<file path="src/rtl/joy_pkg.sv">
// Shared constants for the serial joystick link: stream bit positions,
// default chain length and the encoder FSM state encoding.
package joy_pkg;

  localparam int JB_P1_FIRE2 = 0;
  localparam int JB_P1_FIRE1 = 1;
  localparam int JB_P1_RIGHT = 2;
  localparam int JB_P1_LEFT  = 3;
  localparam int JB_P1_DOWN  = 4;
  localparam int JB_P1_UP    = 5;
  localparam int JB_P2_FIRE2 = 6;
  localparam int JB_P2_FIRE1 = 7;
  localparam int JB_P2_RIGHT = 8;
  localparam int JB_P2_LEFT  = 9;
  localparam int JB_P2_DOWN  = 10;
  localparam int JB_P2_UP    = 11;
  localparam int JB_BUTTONS  = 12;

  localparam int CHAIN_BITS_DEF = 16;

  typedef enum logic [1:0] {
    JE_IDLE  = 2'd0,
    JE_LOAD  = 2'd1,
    JE_SHIFT = 2'd2
  } je_state_t;

endpackage

</file>
<file path="src/rtl/sync_edge.sv">
// Multi-flop synchronizer for an asynchronous pin with level, rise and fall
// outputs; RST_VAL is the idle level so leaving reset detects no edge.
module sync_edge #(
  parameter int   STAGES  = 2,
  parameter logic RST_VAL = 1'b0
) (
  input  logic clk,
  input  logic reset,
  input  logic din,
  output logic level,
  output logic rise,
  output logic fall
);

  logic [STAGES-1:0] sync_q, sync_d;
  logic              hist_q, hist_d;

  always_comb begin
    sync_d[0] = din;
    for (int i = 1; i < STAGES; i++) sync_d[i] = sync_q[i-1];
    hist_d = sync_q[STAGES-1];
  end

  always_ff @(posedge clk) begin
    if (reset) begin
      sync_q <= {STAGES{RST_VAL}};
      hist_q <= RST_VAL;
    end else begin
      sync_q <= sync_d;
      hist_q <= hist_d;
    end
  end

  assign level = sync_q[STAGES-1];
  assign rise  = level & ~hist_q;
  assign fall  = ~level & hist_q;

endmodule

</file>
<file path="src/rtl/joyencoder.sv">
// Device end of the serial joystick link: emulates a chained pair of
// parallel-load shift registers, clocked entirely from the system clock.
module joyencoder
  import joy_pkg::*;
#(
  parameter int CHAIN_BITS  = CHAIN_BITS_DEF,
  parameter int SYNC_STAGES = 2
) (
  input  logic       clk,
  input  logic       reset,
  input  logic       joy_clk,
  input  logic       joy_load,
  input  logic       joy1up,
  input  logic       joy1down,
  input  logic       joy1left,
  input  logic       joy1right,
  input  logic       joy1fire1,
  input  logic       joy1fire2,
  input  logic       joy2up,
  input  logic       joy2down,
  input  logic       joy2left,
  input  logic       joy2right,
  input  logic       joy2fire1,
  input  logic       joy2fire2,
  output logic       joy_data,
  output logic [4:0] shift_count,
  output logic       frame_done,
  output logic       overrun
);

  localparam logic [4:0] FULL = 5'(CHAIN_BITS);

  logic clk_lvl, clk_rise, clk_fall;
  logic ld_hi, ld_rise, ld_fall, ld_lo;

  sync_edge #(.STAGES(SYNC_STAGES), .RST_VAL(1'b0)) u_clk_sync (
    .clk(clk), .reset(reset), .din(joy_clk),
    .level(clk_lvl), .rise(clk_rise), .fall(clk_fall)
  );

  sync_edge #(.STAGES(SYNC_STAGES), .RST_VAL(1'b1)) u_ld_sync (
    .clk(clk), .reset(reset), .din(joy_load),
    .level(ld_hi), .rise(ld_rise), .fall(ld_fall)
  );

  assign ld_lo = ~ld_hi;

  logic unused_edges;
  assign unused_edges = ^{clk_lvl, clk_fall, ld_fall};

  je_state_t                 state_q, state_d;
  logic [JB_BUTTONS-1:0]     btn_q, btn_d;
  logic [CHAIN_BITS-1:0]     sreg_q, sreg_d, load_img;
  logic [4:0]                cnt_q, cnt_d;
  logic                      fd_q, fd_d;
  logic                      ovr_q, ovr_d;

  always_comb begin
    btn_d              = '1;
    btn_d[JB_P1_FIRE2] = joy1fire2;
    btn_d[JB_P1_FIRE1] = joy1fire1;
    btn_d[JB_P1_RIGHT] = joy1right;
    btn_d[JB_P1_LEFT]  = joy1left;
    btn_d[JB_P1_DOWN]  = joy1down;
    btn_d[JB_P1_UP]    = joy1up;
    btn_d[JB_P2_FIRE2] = joy2fire2;
    btn_d[JB_P2_FIRE1] = joy2fire1;
    btn_d[JB_P2_RIGHT] = joy2right;
    btn_d[JB_P2_LEFT]  = joy2left;
    btn_d[JB_P2_DOWN]  = joy2down;
    btn_d[JB_P2_UP]    = joy2up;
  end

  always_comb begin
    load_img                 = '1;
    load_img[JB_BUTTONS-1:0] = btn_q;

    state_d = state_q;
    sreg_d  = sreg_q;
    cnt_d   = cnt_q;
    fd_d    = 1'b0;
    ovr_d   = ovr_q;

    // Load dominates in every state: a falling load mid-frame aborts it
    // and any clock rise in the same clk is dropped.
    if (ld_lo || state_q == JE_LOAD) begin
      sreg_d  = load_img;
      cnt_d   = '0;
      ovr_d   = 1'b0;
      state_d = ld_lo ? JE_LOAD : JE_SHIFT;
    end else begin
      case (state_q)
        JE_SHIFT: begin
          if (clk_rise && !ld_rise) begin
            if (cnt_q < FULL) begin
              sreg_d = {1'b1, sreg_q[CHAIN_BITS-1:1]};
              cnt_d  = cnt_q + 5'd1;
              fd_d   = (cnt_d == FULL);
            end else begin
              ovr_d = 1'b1;
            end
          end
        end
        JE_IDLE: ;
        default: state_d = JE_IDLE;
      endcase
    end
  end

  always_ff @(posedge clk) begin
    if (reset) begin
      state_q <= JE_IDLE;
      btn_q   <= '1;
      sreg_q  <= '1;
      cnt_q   <= '0;
      fd_q    <= 1'b0;
      ovr_q   <= 1'b0;
    end else begin
      state_q <= state_d;
      btn_q   <= btn_d;
      sreg_q  <= sreg_d;
      cnt_q   <= cnt_d;
      fd_q    <= fd_d;
      ovr_q   <= ovr_d;
    end
  end

  assign joy_data    = sreg_q[0];
  assign shift_count = cnt_q;
  assign frame_done  = fd_q;
  assign overrun     = ovr_q;

endmodule
</file>
<file path="config.mk">
export PLATFORM = sky130hd
export DESIGN_NAME = joyencoder
export DESIGN_NICKNAME = d
export VERILOG_FILES = /design/src/rtl/joy_pkg.sv /design/src/rtl/sync_edge.sv /design/src/rtl/joyencoder.sv
export SDC_FILE = /design/constraint.sdc
export NUM_CORES = 1
export LEC_CHECK = 0
export ABC_AREA = 1
export BUFFER_PORTS_ARGS = -buffer_cell sky130_fd_sc_hd__buf_2
export CORE_MARGIN = 5
export CORE_UTILIZATION = 45
export CTS_BUF_LIST = sky130_fd_sc_hd__clkbuf_8
export DETAILED_ROUTE_END_ITERATION = 8
export PLACE_DENSITY = 0.76
export SYNTH_ARGS = -nofsm -noshare
export SYNTH_HDL_FRONTEND = slang
export SYNTH_SLANG_ARGS = --single-unit
</file>
<file path="constraint.sdc">
create_clock -name clk -period 1.5 [get_ports clk]
set_input_delay 0.3 -clock clk [delete_from_list [all_inputs] [get_ports clk]]
set_output_delay 0.3 -clock clk [all_outputs]
set_load 0.03 [all_outputs]
</file>
## Word level (Yosys, flattened, before mapping)

Cells that the tools add are included.

- Register bits after elaboration: 39
- Latch bits: 0
- RAM bits: 0
- Bits in read-only memories: 0
- Output and inout bits: 8
- Memories kept: 0

- Add/sub/neg operators: 1
- Multiply operators: 0
- Div/mod/pow operators: 0
- Order comparisons: 1
- Equal/unequal tests: 4
- Shifts and indexed selects: 0
- Mux-type cells: 7
- Bitwise logic cells: 8
- Reductions and logical operators: 13

Operators with widths:

| operator | number |
|---|---|
| $mux 12 | 4 |
| $reduce_and 3->1 | 3 |
| $mux 2 | 3 |
| $not 1->1 | 6 |
| $reduce_bool 2->1 | 3 |
| $add 5x1->5 const B | 1 |
| $eq 5x5->1 const B | 1 |
| $lt 5x5->1 const B | 1 |
| $reduce_or 5->1 | 1 |
| $reduce_or 2->1 | 2 |
| $and 1x1->1 | 2 |
| $eq 2x1->1 const B | 1 |
| $eq 2x2->1 const B | 1 |
| $logic_not 2->1 | 1 |
| $ne 2x1->1 const B | 1 |
| $logic_and 1x1->1 | 1 |
| $logic_not 1->1 | 1 |
| $logic_or 1x1->1 | 1 |

## Logic depth before layout (Yosys ltp)

Gate-level depths: netlist (run 1).

- Word-level depth: 7
- Depth in mapped cells: 8

## Cells and area by module

Synthesis (run 1) repeated with hierarchy kept, for this count alone.

- Cell total of the unflattened synthesis: 207
- Area total of the unflattened synthesis: 1,627.8 um2

Modules (own cells, without submodules):

| module | instances | cells an instance | area each (um2) | sequential area each (um2) |
|---|---|---|---|---|
| joyencoder | 1 | 182 | 1,436.4 | 660.6 |
| sync_edge (u_ld_sync) | 1 | 13 | 97.6 | 60.1 |
| sync_edge (u_clk_sync) | 1 | 12 | 93.8 | 60.1 |

## Worst setup path before layout (run 1)

OpenSTA, ideal clock, no wires.

- Kind: reg2reg
- Start point: reg cnt_q[0] (netlist: shift_count[0])
- End point: reg fd_q (netlist: frame_done)
- Data arrival time: 1,237 ps
- Required time: 1,422 ps
- Path slack: 186 ps
- Cell stages (with the launch flop): 6
- Path buffers: 0
- Path through: dfxtp_1 ha_1 nand2_1 nor2_1 nand3_1 nor3_1

- Cells in the longest elaborated chain, start to end: 3
- Elaborated cells on any way between the ends: 5
- Classes of those cells: 1 x add/sub; 1 x order compare; 1 x eq/ne; 1 x bitwise; 1 x reduce/logical

RTL lines:

| what | line | RTL |
|---|---|---|
| start: declaration | joyencoder.sv:54 | `logic [4:0] cnt_q, cnt_d;` |
| start signal: assignment | joyencoder.sv:122 | `cnt_q <= cnt_d;` |
| branches (longest 3 deep; another with $add 5x1->5) | - |  |
| end signal: assignment | joyencoder.sv:116 | `fd_q <= 1'b0;` |
| end signal: assignment | joyencoder.sv:123 | `fd_q <= fd_d;` |
| end: declaration | joyencoder.sv:55 | `logic fd_q, fd_d;` |

Several ways; the timed one is not identified.
A chain may end at the register's enable or synchronous reset.

## Worst setup path in the final report (run 1)

- Start point: reg cnt_q[1] (netlist: shift_count[1])
- End point: out shift_count[1]

RTL lines:

| what | line | RTL |
|---|---|---|
| end: declaration | joyencoder.sv:26 | `output logic [4:0] shift_count,` |

No word-level cell between the ends.

==> flow_summary.json, run 1 <==
{
  "buffer_ports.inserted": 23,
  "cp_max_fo": 7,
  "timing.critical_path.max_delay_family": "flip-flops",
  "timing.max_cap.violations": 0,
  "antenna_diode_count": 0,
  "dr.pass1.iters": 6,
  "status": "completed",
  "routedWlPerCell_um": 9.86,
  "switching_share_pct": 21.8,
  "synthCells": 201,
  "grt-ovfl-total": 0,
  "cts.path.max_buffers": 2,
  "share_clk_of_total_power_pct": 40.6,
  "final_critical_path_setup_slack_ns": 0.229,
  "synthesis.area_per_instance_um2": 7.71,
  "num-nets-final": 247,
  "power.sequential.fraction_pct": 50.6,
  "power_switching_uw": 476,
  "die_area_mm2": 0.00472,
  "netlist_area_mm2": 0.00155,
  "placement.cell_area_mm2": 0.00172,
  "maxClockFrequency_ghz": 0.787,
  "internal_power_uw": 1710,
  "worst_setup_hold_path_clk_slew_ns": 0.07,
  "synth.yosys.seq_area_share_pct": 50.4,
  "largest_net_degree_at_the_start_of_global_routing": 17,
  "final_period_minus_worst_setup_slack_ns": 1.27,
  "fp.dieW_um": 68.7,
  "final_min_period_over_clock_period_pct": 84.8,
  "cts_buffers": 5,
  "setup.worst_path.end_class": "output pin",
  "area_share_of_the_largest_cell_type_after_synthesis_pct": 50.4,
  "drt-vias-per-instance": 4.63,
  "critical-path-max-stage-delay_ns": 0.44,
  "yosys_reg_bits": 39,
  "timing.critical_path.cells": "buf_2",
  "floorplan.initialDensity_pct": 46.4,
  "finalClockSkew_ns": 0.00229,
  "relSlewSlack_pct": 80.3,
  "synth.largest_area_cell": "sky130_fd_sc_hd__dfxtp_1",
  "clk_lat_worst_skew_ns": 0.29,
  "number_of_global_route_vias_before_repair": 1091,
  "cts_root_buffer": "sky130_fd_sc_hd__clkbuf_8",
  "worst_ir_drop_vdd_mv": 0.625,
  "total_leakage_power_uw": 0.000920,
  "summed_area_of_non_filler_cells_in_the_final_layout_mm2": 0.00184,
  "clkSinkCount": 39,
  "comb_power_share_pct": 8.8,
  "dr.first_iter.drc_count": 74,
  "post-route-drc-count": 0,
  "cts.repair.resized": 0,
  "totalWireLength_mm": 2.72,
  "unrepaired_setup_endpoints_after_global_routing": "no",
  "setup_viol": 0,
  "hp-class": "input port to flop",
  "most_area_consuming_cells_after_synthesis": "sky130_fd_sc_hd__dfxtp_1 (50%), sky130_fd_sc_hd__nand2_1 (12%), sky130_fd_sc_hd__nand3_1 (12%)",
  "grt_antenna_before_repair": 0,
  "critical_path.startpoint_type": "flop",
  "ws_path_type": "flop to output pin",
  "totalNegativeSetupSlack_ns": 0,
  "grt_first_pass_wirelength_mm": 4.69,
  "cts_htree_levels": 2,
  "global_route_total_usage_across_every_layer_pct": 13.6,
  "synth_cell_types": 19,
  "power.density_cell_area_mw_per_mm2": 1190,
  "placement.setup.worst_slack_ns": 0.287,
  "slew_viol_final": 0,
  "cts_hold_buf": 0,
  "most-common-layout-cells": "sky130_fd_sc_hd__nand2_1 (49), sky130_fd_sc_hd__dfxtp_1 (39), sky130_fd_sc_hd__nand3_1 (36)",
  "critical_path_required_ns": 1.20,
  "fp.coreArea_mm2": 0.00334,
  "layout-drive-gt1-share_pct": 27.0,
  "final_antenna_net_count": 0,
  "layout.cells.most_common": "sky130_fd_sc_hd__nand2_1",
  "crit_buf_inv": 1,
  "cts_tree": "yes",
  "floorplan.rows": 21,
  "hpwlAfterDp_mm": 2.00,
  "yosysWarningCount": 0,
  "gp_congestion": 0.827,
  "report.final.hold_viol_count": 0,
  "routed_via_count": 1277,
  "timing.critical_path.slowest_stage_cell": "sky130_fd_sc_hd__dfxtp_1",
  "ioPinCount": 24,
  "fp.dieH_um": 68.7,
  "mappedNetlistNets": 219,
  "post_cts_buffers": 0,
  "worst-endpoint-arrival_ns": 0.97,
  "area_growth_syn_to_layout_pct": 18.7,
  "worst-slew-pin-transition_ns": 0.294
}
per-stage QoR:
stage | power [µW] | hold WS (ns) | cells | util [%]
global route | 2280 | 0.173 | 276 | 55.1
detailed placement | 1320 | 0.394 | 268 | 51.6
global placement | 1320 | 0.390 | 268 | 51.6
finish | 2190 | 0.184 | 276 | 55.1
CTS | 2210 | 0.177 | 276 | 55.1
floorplan | 1270 | 0.388 | 201 | -
final cells by class:
cell class	instances	area (µm²)
Inverter	19	71.3
Sequential cell	39	781
Multi-Input combinational cell	134	643
Fill cell	319	1500
Timing Repair Buffer	30	168
Clock buffer	6	82.6
Tap cell	46	57.6
Clock inverter	2	35.0
power by group through the flow:
| stage | sequential, µW | combinational [µW] | clock (µW) |
|---|---|---|---|
| floorplan | 1130 | 140 | 0 |
| global placement | 1130 | 189 | 0 |
| detailed placement | 1130 | 192 | 0 |
| CTS | 1110 | 193 | 909 |
| global route | 1110 | 221 | 951 |
| finish | 1110 | 192 | 888 |
layer usage:
layer  up-vias  global-route usage (%)  wire length [µm]
met1       542                    17.0              1250
met3         6                    4.38               220
met4         0                    8.19                72
li1        686                       -                 -
met5         -                       0                 0
met2        43                    20.1              1180
registers in the layout (all words and copies together), names as in the netlist:
name,flops
overrun,1
u_ld_sync.sync_q,2
btn_q,12
u_ld_sync.hist_q,1
u_clk_sync.hist_q,1
state_q,2
u_clk_sync.sync_q,2
sreg_q,12
shift_count,5
frame_done,1
path summary, 6_finish.rpt:
| kind | from | to | slack (ns) | cells past startpoint |
|---|---|---|---|---|
| max reg2reg | state_q[1] | sreg_q[0] | 0.27 | 7 |
| max | shift_count[1] | shift_count[1] | 0.23 | 1 |
| min reg2reg | u_clk_sync.sync_q[0] | u_clk_sync.sync_q[1] | 0.40 | 2 |
| min | joy1down | btn_q[4] | 0.18 | 2 |
synth_stat cells, drive strengths merged:
cell,number
nor2,19
nand2,52
o21ai,2
dfxtp,39
nor3,1
nand3,36
clkbuf,3
nand4,2
or2,15
ha,2
a21oi,4
a211oi,1
buf,6
inv,19
kinds of logic after synthesis:
kind of cell,Yosys count,synth area share [%]
AOI/OAI and AO/OA,7,2.42
and+or+nand+nor,125,37.5
buffers and inverters,28,8.08
adders and majority gates,2,1.62
DFF,39,50.4
No activity file was read; power rests on OpenSTA's default activity.
==> inputs of run 2 (changes only) <==
- clock period: 1.5 -> 1.3 ns (I/O delays scaled with it)
==> run 2 against run 1 <==
Compared with the run above:
- non-clock buffer count stayed put
- total power is 13% higher
- sequential cell count stayed put
- combinational power is 14% higher
- clock skew is 0.0080 ns higher
- die area stayed put
- wire length is 0.37% lower
- core utilization is 0.30 points higher
- sequential share of layout area is 0.095 points lower
- sequential power is 15% higher
==> flow_summary.json, run 2 (synthesis results as in run 1) <==
{
  "worst_ir_drop_vdd_mv": 1.09,
  "clkSinkCount": 39,
  "worst-endpoint-arrival_ns": 0.95,
  "worst-slew-pin-transition_ns": 0.324,
  "cts_buffers": 5,
  "critical_path.startpoint_type": "flop",
  "unrepaired_setup_endpoints_after_global_routing": "no",
  "totalNegativeSetupSlack_ns": 0,
  "gp_congestion": 0.823,
  "setup_viol": 0,
  "floorplan.initialDensity_pct": 46.4,
  "fp.coreArea_mm2": 0.00334,
  "timing.critical_path.cells": "buf_2",
  "cts_hold_buf": 0,
  "post_cts_buffers": 0,
  "cp_max_fo": 7,
  "timing.critical_path.max_delay_family": "flip-flops",
  "cts_htree_levels": 2,
  "timing.critical_path.slowest_stage_cell": "sky130_fd_sc_hd__dfxtp_1",
  "layout.cells.most_common": "sky130_fd_sc_hd__nand2_1",
  "totalWireLength_mm": 2.71,
  "dr.first_iter.drc_count": 56,
  "placed_cells_incl_taps": 268,
  "critical_path_required_ns": 1.04,
  "status": "completed",
  "largest_net_degree_at_the_start_of_global_routing": 23,
  "antenna_diode_count": 0,
  "setup.worst_path.end_class": "output pin",
  "clk_lat_worst_skew_ns": 0.29,
  "summed_area_of_non_filler_cells_in_the_final_layout_mm2": 0.00185,
  "finalClockSkew_ns": 0.0103,
  "critical-path-max-stage-delay_ns": 0.42,
  "area_growth_syn_to_layout_pct": 19.3,
  "grt-ovfl-total": 0,
  "final_antenna_net_count": 0,
  "layout-drive-gt1-share_pct": 27.8,
  "report.final.hold_viol_count": 0,
  "worst_setup_hold_path_clk_slew_ns": 0.08,
  "ws_path_type": "flop to output pin",
  "fp.dieH_um": 68.7,
  "routed_via_count": 1290,
  "buffer_ports.inserted": 23,
  "drt-vias-per-instance": 4.67,
  "final_min_period_over_clock_period_pct": 92.8,
  "cts_tree": "yes",
  "floorplan.rows": 21,
  "relSlewSlack_pct": 78.3,
  "ioPinCount": 24,
  "post-route-drc-count": 0,
  "final_period_minus_worst_setup_slack_ns": 1.21,
  "power.density_cell_area_mw_per_mm2": 1340,
  "hpwlAfterDp_mm": 1.95,
  "number_of_global_route_vias_before_repair": 1095,
  "pwr_total_uw": 2470,
  "num-nets-final": 247,
  "timing.max_cap.violations": 0,
  "slew_viol_final": 0,
  "grt_antenna_before_repair": 0,
  "stdcell_count": 276,
  "crit_buf_inv": 1,
  "dr.pass1.iters": 4,
  "die_area_mm2": 0.00472,
  "placement.cell_area_mm2": 0.00174,
  "cts_root_buffer": "sky130_fd_sc_hd__clkbuf_8",
  "cts.path.max_buffers": 2,
  "grt_first_pass_wirelength_mm": 4.59,
  "cts.repair.resized": 0,
  "global_route_total_usage_across_every_layer_pct": 13.3,
  "hold-worst-slack_ns": 0.151,
  "most-common-layout-cells": "sky130_fd_sc_hd__nand2_1 (49), sky130_fd_sc_hd__dfxtp_1 (37), sky130_fd_sc_hd__nand3_1 (36)",
  "fp.dieW_um": 68.7,
  "routedWlPerCell_um": 9.82,
  "total_leakage_power_uw": 0.000923,
  "maxClockFrequency_ghz": 0.829,
  "hp-class": "input port to flop"
}
run 2: cell types whose count changed in the layout (fill, tap and decap cells not counted):
cell and change:
sky130_fd_sc_hd__buf_12 +1, sky130_fd_sc_hd__buf_4 -1, sky130_fd_sc_hd__clkbuf_8 -1, sky130_fd_sc_hd__clkinv_4 +1, sky130_fd_sc_hd__dfxtp_1 -2, sky130_fd_sc_hd__dfxtp_2 +2
run 2: final cells by class:
cell class / count / area (µm²)
Clock buffer: 5 / 68.8
Sequential cell: 39 / 783
Tap cell: 46 / 57.6
Fill cell: 319 / 1490
Inverter: 19 / 71.3
Timing Repair Buffer: 30 / 180
Multi-Input combinational cell: 134 / 643
Clock inverter: 3 / 43.8
run 2: routing by layer:
| metal | track usage [%] | vias to the layer above | share of wire, % |
|---|---|---|---|
| li1 | - | 686 | - |
| met5 | 0 | - | 0 |
| met1 | 16.5 | 553 | 45 |
| met3 | 3.40 | 5 | 7.6 |
| met4 | 8.19 | 0 | 2.1 |
| met2 | 20.4 | 46 | 45 |
run 2: worst paths after layout:
check / slack, ns / to / from / cells after the start
min: 0.15 / btn_q[0] / joy1fire2 / 2
max reg2reg: 0.14 / frame_done / shift_count[0] / 5
max: 0.09 / shift_count[2] / shift_count[2] / 1
min reg2reg: 0.40 / u_clk_sync.sync_q[1] / u_clk_sync.sync_q[0] / 2
run 2: per-stage QoR:
stage / util [%] / setup WS (ns)
after global placement: 52.0 / 0.158
after floorplan: - / 0.132
after global routing: 55.4 / 0.00243
after detailed placement: 52.0 / 0.146
after CTS: 55.4 / 0.0902
final: 55.4 / 0.0942
run 2: report_power, final:
group / internal (µW) / switching [µW] / total, µW
Clock: 571 / 404 / 975
Sequential: 1250 / 26.6 / 1280
Combinational: 101 / 116 / 218
Total: 1920 / 547 / 2470
==> inputs of run 3 (changes only) <==
- PLACE_DENSITY: 0.76 -> 0.62
==> run 3 against run 2 <==
Compared with the run above:
- register-to-register slack is essentially flat
- largest cell class unchanged
- wire length is 1.1% lower
- global-route usage increased by 0.40 points
- cell area decreased by 1.4%
- highest routed layer unchanged
- critical path depth unchanged
- sequential cell count did not move
==> flow_summary.json, run 3 (synthesis results as in run 1) <==
{
  "fp.coreArea_mm2": 0.00334,
  "critical_path.startpoint_type": "flop",
  "final_min_period_over_clock_period_pct": 92.6,
  "worst_setup_hold_path_clk_slew_ns": 0.07,
  "totalNegativeSetupSlack_ns": 0,
  "worst-endpoint-arrival_ns": 0.94,
  "worst-slew-pin-transition_ns": 0.243,
  "hold-worst-slack_ns": 0.151,
  "layout-drive-gt1-share_pct": 28.3,
  "drt-vias-per-instance": 4.66,
  "pwr_total_uw": 2280,
  "timing.hold.worst_endpoint": "btn_q[7]",
  "setup.worst_path.end_class": "output pin",
  "timing.max_cap.violations": 0,
  "dr.pass1.iters": 4,
  "cp_max_fo": 7,
  "most-common-layout-cells": "sky130_fd_sc_hd__nand2_1 (49), sky130_fd_sc_hd__dfxtp_1 (37), sky130_fd_sc_hd__nand3_1 (36)",
  "worst-r2r-cell-count": 4,
  "timing.critical_path.cells": "buf_2",
  "final_antenna_net_count": 0,
  "crit_buf_inv": 1,
  "setup.reg_to_reg.worst_slack_ns": 0.14,
  "fp.dieH_um": 68.7,
  "maxClockFrequency_ghz": 0.831,
  "relSlewSlack_pct": 83.8,
  "critical_path_required_ns": 1.04,
  "routedWlPerCell_um": 9.71,
  "num-nets-final": 247,
  "filler_cell_count": 348,
  "area_growth_syn_to_layout_pct": 17.6,
  "post_route_core_utilization_pct": 54.6,
  "timing.critical_path.slowest_stage_cell": "sky130_fd_sc_hd__dfxtp_1",
  "clkSinkCount": 39,
  "post-route-drc-count": 0,
  "antenna_diode_count": 0,
  "ioPinCount": 24,
  "gp_congestion": 0.886,
  "grt-ovfl-total": 0,
  "total_leakage_power_uw": 0.000901,
  "hold_path_startpoint": "joy2fire1",
  "totalWireLength_mm": 2.68,
  "floorplan.rows": 21,
  "finalClockSkew_ns": 0.00478,
  "report.final.hold_viol_count": 0,
  "die_area_mm2": 0.00472,
  "global_route_total_usage_across_every_layer_pct": 13.7,
  "status": "completed",
  "number_of_global_route_vias_before_repair": 1169,
  "cts_buffers": 5,
  "cts_hold_buf": 0,
  "worst_ir_drop_vdd_mv": 0.737,
  "hp-class": "input port to flop",
  "dr.first_iter.drc_count": 54,
  "clk_lat_worst_skew_ns": 0.28,
  "timing.critical_path.max_delay_family": "flip-flops",
  "grt_antenna_before_repair": 0,
  "cts.repair.resized": 0,
  "cts_root_buffer": "sky130_fd_sc_hd__clkbuf_8",
  "layout.cells.most_common": "sky130_fd_sc_hd__nand2_1",
  "worstReg2RegEnd": "shift_count[2]",
  "floorplan.initialDensity_pct": 46.4,
  "cts_htree_levels": 2,
  "final_period_minus_worst_setup_slack_ns": 1.20,
  "buffer_ports.inserted": 23,
  "power.density_cell_area_mw_per_mm2": 1250,
  "grt_first_pass_wirelength_mm": 4.88,
  "hpwlAfterDp_mm": 1.98,
  "routed_via_count": 1287,
  "critical-path-max-stage-delay_ns": 0.43,
  "unrepaired_setup_endpoints_after_global_routing": "no",
  "rr_startpoint": "shift_count[0]",
  "cts.path.max_buffers": 2,
  "worst_hold_path.num_cells": 2,
  "largest_net_degree_at_the_start_of_global_routing": 17,
  "cts_tree": "yes",
  "ws_path_type": "flop to output pin",
  "fp.dieW_um": 68.7,
  "slew_viol_final": 0,
  "post_cts_buffers": 0,
  "setup_viol": 0
}
==> run 3: area by class of cell <==
cell class                      instances  area (µm²)  area share [%]
Sequential cell                        39         786            43.1
Multi-Input combinational cell        134         651            35.7
Timing Repair Buffer                   30         168            9.20
Inverter                               19        71.3            3.91
Clock buffer                            5        68.8            3.78
Tap cell                               46        57.6            3.16
Clock inverter                          3        20.0            1.10
==> run 3: routing by layer <==
metal  share of wire [%]  global-route usage (%)  wire [µm]  vias to the layer above
met4                 1.7                    6.70         46                        0
met5                   0                       0          0                        -
met3                 5.2                    3.89        140                        5
met2                  45                    22.4       1200                       22
li1                    -                       -          -                      683
met1                  48                    16.3       1290                      577
==> run 3: report_power, final <==
part,internal (µW),switching (µW)
sequential,1250,24.0
combinational,104,120
clock,373,407
total,1730,551
==> run 3: worst max path at each step <==
stage,endpoint,cells after the start,slack [ns],start
3_5_place_dp,sreg_q[9],7,0.09,u_ld_sync.sync_q[1]
4_1_cts,sreg_q[9],7,0.09,u_ld_sync.sync_q[1]
5_1_grt,frame_done,5,0.0009,shift_count[1]
6_report,shift_count[2],1,0.1,shift_count[2]
3_3_place_gp,sreg_q[0],7,0.13,u_ld_sync.sync_q[1]
2_1_floorplan,shift_count[2],4,0.13,shift_count[0]
==> run 3: through the flow <==
stage / setup slack [ns] / instance area [µm²] / instances
final: 0.0961 / 1820 / 276
after global routing: 0.000926 / 1820 / 276
after CTS: 0.0851 / 1810 / 276
after detailed placement: 0.0865 / 1720 / 268
after global placement: 0.133 / 1720 / 268
after floorplan: 0.132 / 1550 / 201
